### config.mk
export PLATFORM = sky130hd
export DESIGN_NAME = regfile_bypass
export DESIGN_NICKNAME = d
export VERILOG_FILES = /design/src/rtl/regfile_bypass.sv
export SDC_FILE = /design/constraint.sdc
export NUM_CORES = 1
export LEC_CHECK = 0
export BUFFER_PORTS_ARGS = -buffer_cell sky130_fd_sc_hd__buf_2
export CORE_MARGIN = 2
export CORE_UTILIZATION = 35
export DETAILED_ROUTE_END_ITERATION = 7
export HOLD_SLACK_MARGIN = 0.05
export MAX_ROUTING_LAYER = met4
export PLACE_DENSITY_LB_ADDON = 0.1
export SETUP_SLACK_MARGIN = 0.1
export SYNTH_ARGS = -nofsm -noshare
export SYNTH_HDL_FRONTEND = slang
export SYNTH_SLANG_ARGS = --single-unit
### constraint.sdc
create_clock -name clk -period 2 [get_ports clk]
set_input_delay 0.3 -clock clk [delete_from_list [all_inputs] [get_ports clk]]
set_output_delay 0.3 -clock clk [all_outputs]
set_load 0.01 [all_outputs]
### src/rtl/regfile_bypass.sv
// rtl/regfile_bypass.sv - flip-flop register file, two combinational read ports, committed-write counter
// Define RF_BYPASS_EN to forward same-cycle write data onto matching read ports.
module regfile_bypass #(
    parameter int WIDTH = 16,
    parameter int NREGS = 8
) (
    input  logic                     clk,
    input  logic                     rst,
    input  logic [$clog2(NREGS)-1:0] read1RegSel,
    input  logic [$clog2(NREGS)-1:0] read2RegSel,
    input  logic [$clog2(NREGS)-1:0] writeRegSel,
    input  logic [WIDTH-1:0]         writeData,
    input  logic                     writeEn,
    output logic [WIDTH-1:0]         read1Data,
    output logic [WIDTH-1:0]         read2Data,
    output logic [WIDTH-1:0]         wrCount
);

    logic [WIDTH-1:0] regs [NREGS];

    // Reset wins over a simultaneous write; R0 is an ordinary register.
    always_ff @(posedge clk) begin
        if (rst) begin
            for (int i = 0; i < NREGS; i++) begin
                regs[i] <= '0;
            end
            wrCount <= '0;
        end else if (writeEn) begin
            regs[writeRegSel] <= writeData;
            wrCount           <= wrCount + WIDTH'(1);
        end
    end

`ifdef RF_BYPASS_EN
    logic wr_live;

    assign wr_live = writeEn && !rst;

    always_comb begin
        read1Data = regs[read1RegSel];
        read2Data = regs[read2RegSel];
        if (wr_live && (read1RegSel == writeRegSel)) begin
            read1Data = writeData;
        end
        if (wr_live && (read2RegSel == writeRegSel)) begin
            read2Data = writeData;
        end
    end
`else
    always_comb begin
        read1Data = regs[read1RegSel];
        read2Data = regs[read2RegSel];
    end
`endif

endmodule

==> impl_metrics.toml, run 1 <==
[timing]
relSlewSlack_pct = 57.87
fin_tns_setup_ps = -236.9
final.setup.worst_slack_ps = -40.03
rsz0062_at_grt = "true"
tightestPinTransition_ps = 632.0
fin_crit_ps = 2040
worst_hold_slack_ps = 241.8
finClkSkew_ps = 4.140
hold_violations = 0
fmax_ghz = 0.4902
final-max-slew-violation-count = 0
fin_crit_sh_pct = 102.0
setup_viol = 18

[place]
dpl.cell_count = 825
io_buffers = 75
dp.final_hpwl_um = 11680
dpl_cell_area_um2 = 8464
place_ws_ps = 24.21
routabilityCongestion = 0.7157

[power]
vdd_ir_drop_max_mv = 0.5743
power.density_nw_per_um2 = 828.4
p_leak_uw = 0.003368

[logic_synthesis]
synth_area_per_cell_um2 = 15.95
synthDistinctLibCells = 34
synth_edf_count = 128
yosysTopAreaCellShare_pct = 50.20
synth_cells = 480
synth_seq_cells = 144
yosysSeqAreaShare_pct = 54.39
synth_flop_cell = "edfxtp_1"
syn_area_um2 = 7656
netlist_top_cells_count = "and2_1 (128), edfxtp_1 (128), mux4_1 (56)"
syn_nets = 509
yosysTopAreaCell = "edfxtp_1"
yosysWarningCount = 0
yosys-top-cells-area = "edfxtp_1 (50%), mux4_1 (19%), and2_1 (10%), mux2_2 (4.9%), dfxtp_1 (4.2%)"
synthArstFlopShare_pct = 0

[floorplanning]
die_area_um2 = 23070
die_h_um = 151.9
die_w_um = 151.9
io_pins = 76
initial_core_util_pct = 35.41
coreArea_um2 = 21620
row_count = 54

[routing]
vias = 4472
wirelength_um = 19720
wl_per_cell_um = 22.96
ant_nets = 0
drc = 0
vias_per_cell = 5.206
first_pass_iters = 4
drtIter0Drc = 299

[grt]
grt_max_degree = 33
antenna_found_initial = 2
grt_pass1_vias = 4880
grt_pass1_wl_um = 29860
grt-ovfl-total = 0
track_usage_pct = 17.98

[setup_path]
path_delay_family = "multiplexers"
critPathMaxFanout = 2
cp-start-kind = "flip-flop"
slowest_stage = "mux4_2"
criticalPathCategory = "reg -> out"
slowest_delay_ps = 490
crit_chain = "mux4_2, mux2_4, buf_6"
crit_buf_inv = 1
worstPathArrival_ps = 1740
cp.required_ps = 1700
endpoint_kind = "primary output"

[cts]
cts_tree = "yes"
cts.clk_slew.worst_paths_ps = 60
htree_levels = 4
post_cts_buffers = 0
root_buffer = "clkbuf_16"
clk_latency_ps = 420
cts_made_buffers = 17
clkSinkCount = 144
cts_buffer_depth = 2

[min_path]
hp-class = "in -> reg"

[cells_and_area]
design_area_um2 = 9112
drive_above_1_share_pct = 37.78
instances_no_fill = 859
num-nets-final = 593
synthToLayoutAreaGrowth_pct = 19.02

[run]
maxCapViolations = 0

[outcome]
violations = "setup timing"
status = "complete, but fails checks"
-- per-stage QoR --
step                      util (%)  power, uW
after floorplan                  -       4089
after global placement       39.15       4440
after detailed placement     39.15       4458
after CTS                    42.11       7623
after global routing         42.15       7837
final                        42.15       7549
-- what timing repair did --
action	in CTS	in global routing
setup endpoints to repair	32	32
hold buffers	0	0
gates resized for setup	95	11
-- placed cells by master, fill, tap and decap left out, types with 8 or more instances in the layout --
cell / Yosys / final
mux4_2: 8 / 57
or2_2: 8 / 8
clkbuf_16: 0 / 17
nor2_1: 23 / 23
mux2_4: 0 / 27
buf_2: 1 / 45
buf_6: 8 / 30
dfxtp_1: 16 / 16
buf_12: 0 / 9
edfxtp_1: 128 / 128
and2_1: 128 / 128
buf_4: 1 / 11
-- power by group --
group | internal [uW] | total, uW | switching (uW) | leakage, uW
clock | 1810 | 2970 | 1160 | 0.000263
sequential | 3450 | 3540 | 91.5 | 0.00136
combinational | 589 | 1040 | 453 | 0.00175
total | 5850 | 7550 | 1700 | 0.00337
-- worst paths after layout --
kind / from / endpoint / slack, ps / cells after the start
min reg2reg: wrCount[7]$_SDFFE_PP0P_ / wrCount[7]$_SDFFE_PP0P_ / 530 / 2
min: writeData[2] / regs[2][2]$_SDFFCE_PN0P_ / 240 / 2
max: regs[3][11]$_SDFFCE_PN0P_ / read1Data[11] / -40 / 3
max reg2reg: wrCount[3]$_SDFFE_PP0P_ / wrCount[13]$_SDFFE_PP0P_ / 490 / 4
-- logic make-up (layout without fill, tap and decap cells) --
family | count (synthesis) | count (layout) | synth area share (%)
and+or+nand+nor | 191 | 191 | 14.87
DFF | 144 | 144 | 54.39
muxes | 98 | 98 | 26.56
buffers and inverters | 31 | 128 | 2.402
xor gates and xnor gates | 13 | 13 | 1.487
AOI/OAI and AO/OA | 2 | 2 | 0.1306
adders and majority gates | 1 | 1 | 0.1634
other | 0 | 2 | 0
-- final cells by class --
type / count / area, um2
Clock buffer: 22 / 444.2
Antenna cell: 2 / 5.005
Clock inverter: 10 / 93.84
Fill cell: 1987 / 12510
Timing Repair Buffer: 95 / 825.8
Multi-Input combinational cell: 305 / 3226
Sequential cell: 144 / 4164
Tap cell: 280 / 350.3
Inverter: 1 / 3.754
-- routing by layer --
| metal | share of wire, % | global-route usage [%] | wire (um) |
|---|---|---|---|
| met3 | 3.5 | 3.137 | 681 |
| met1 | 43 | 22.22 | 8501 |
| met5 | 0 | - | 0 |
| met2 | 52 | 30.27 | 10160 |
| met4 | 1.9 | 5.607 | 382 |
-- registers in the layout (all words and copies together), names as in the netlist --
register,flops
wrCount,16
regs,128
Note: power is estimated with default switching activity, not from simulation.
==> run 2, diff against run 1 <==
--- a/config.mk
+++ b/config.mk
@@ -12,6 +12,7 @@
 export HOLD_SLACK_MARGIN = 0.05
 export MAX_ROUTING_LAYER = met4
 export PLACE_DENSITY_LB_ADDON = 0.1
+export RECOVER_POWER = 25
 export SETUP_SLACK_MARGIN = 0.1
 export SYNTH_ARGS = -nofsm -noshare
 export SYNTH_HDL_FRONTEND = slang
==> impl_metrics.toml, run 2 (synthesis gave the netlist of run 1 again) <==
[timing]
setup_viol = 18
tightestPinTransition_ps = 1094
final-max-slew-violation-count = 0
finClkSkew_ps = 3.553
worst_hold_slack_ps = 242.4
hold_violations = 0
fin_tns_setup_ps = -222.5
relSlewSlack_pct = 27.10
final.setup.worst_slack_ps = -40.48
fin_crit_ps = 2040
fmax_ghz = 0.4901
fin_crit_sh_pct = 102.0
rsz0062_at_grt = "true"

[grt]
grt-ovfl-total = 0
antenna_found_initial = 2
track_usage_pct = 17.98
grt_pass1_vias = 4880
grt_max_degree = 33
grt_pass1_wl_um = 29860

[setup_path]
cp-start-kind = "flip-flop"
criticalPathCategory = "reg -> out"
crit_chain = "mux4_2, mux2_4, buf_6"
worstPathArrival_ps = 1740
slowest_stage = "mux4_2"
critPathMaxFanout = 2
cp.required_ps = 1700
endpoint_kind = "primary output"
slowest_delay_ps = 480

[floorplanning]
die_h_um = 151.9
die_w_um = 151.9
die_area_um2 = 23070
coreArea_um2 = 21620
initial_core_util_pct = 35.41
io_pins = 76
row_count = 54

[routing]
first_pass_iters = 4
drtIter0Drc = 313
vias = 4466
ant_nets = 0
vias_per_cell = 5.199
wl_per_cell_um = 22.97
drc = 0
wirelength_um = 19740

[cells_and_area]
regMostFlops = "regs"
layout_common_cells = "edfxtp_1 (128), and2_1 (105), mux4_2 (57)"
fin_util_pct = 42.05
num-nets-final = 593
drive_above_1_share_pct = 37.09
synthToLayoutAreaGrowth_pct = 18.76
layout_commonest_cell = "edfxtp_1"
largest_reg_flops = 128
top_regs = "regs (128), wrCount (16)"
instances_no_fill = 859

[power]
vdd_ir_drop_max_mv = 0.5745
clkPwrFrac_pct = 39.3
pwr-share-seq_pct = 46.9
switchingPower_uw = 1707
comb_power_share_pct = 13.8
power.density_nw_per_um2 = 830.3
p_leak_uw = 0.003327
switching_share_pct = 22.61
internal_power_uw = 5843

[min_path]
hp-class = "in -> reg"

[cts]
cts_buffer_depth = 2
htree_levels = 4
clk_latency_ps = 420
clkSinkCount = 144
cts_hold_buf = 0
cts_made_buffers = 17
post_cts_buffers = 0
cts_tree = "yes"
cts.clk_slew.worst_paths_ps = 60
root_buffer = "clkbuf_16"

[place]
io_buffers = 75
place_ws_ps = 24.21
routabilityCongestion = 0.7157
dpl.cell_count = 825
dp.final_hpwl_um = 11680

[outcome]
violations = "setup timing"
status = "complete, but fails checks"

[run]
maxCapViolations = 0
-- run 2: cell types whose count changed in the layout (fill, tap and decap cells not counted), sizes merged --
cell    before  now
clkbuf      22   29
buf         95   88
-- run 2: layout make-up --
cell class	instances	area [um2]
Antenna cell	2	5.005
Clock buffer	22	444.2
Clock inverter	10	93.84
Fill cell	1993	12530
Inverter	1	3.754
Multi-Input combinational cell	305	3226
Sequential cell	144	4164
Tap cell	280	350.3
Timing Repair Buffer	95	805.8
-- run 2: path summary, 6_finish.rpt --
path                         endpoint                       from  slack, ps  depth (start not counted)
max                     read1Data[11]  regs[2][11]$_SDFFCE_PN0P_        -40                          3
min          regs[2][2]$_SDFFCE_PN0P_               writeData[2]        240                          2
max reg2reg  wrCount[13]$_SDFFE_PP0P_    wrCount[3]$_SDFFE_PP0P_        490                          4
min reg2reg   wrCount[7]$_SDFFE_PP0P_    wrCount[7]$_SDFFE_PP0P_        530                          2
-- run 2: timing repair --
action                     4_1_cts  5_1_grt
gates resized for setup         95       11
pin swaps                        0        0
setup endpoints to repair       32       32
-- run 2: worst max-delay path, delay by kind of cell (launching register included) --
family | cells | cell delay, ps
flops | 1 | 440
buf+inv | 1 | 120
mux | 2 | 760
-- run 2: metrics by stage --
| step | area (um2) | total power [uW] |
|---|---|---|
| finish | 9092 | 7550 |
| global route | 9092 | 7835 |
| global placement | 8464 | 4440 |
| floorplan | 7656 | 4089 |
| detailed placement | 8464 | 4458 |
| CTS | 9104 | 7623 |
-- run 2: routing by layer --
| layer | share of wire (%) | global-route usage [%] |
|---|---|---|
| met3 | 3.1 | 3.137 |
| met1 | 44 | 22.22 |
| met2 | 51 | 30.27 |
| met4 | 2.0 | 5.607 |
| met5 | 0 | - |
-- run 2: power groups by stage --
stage | Clock [uW] | Sequential, uW | Combinational [uW]
finish | 2970 | 3540 | 1040
global route | 3170 | 3560 | 1110
CTS | 3040 | 3540 | 1050
detailed placement | 0 | 3590 | 868
global placement | 0 | 3580 | 863
floorplan | 0 | 3550 | 538
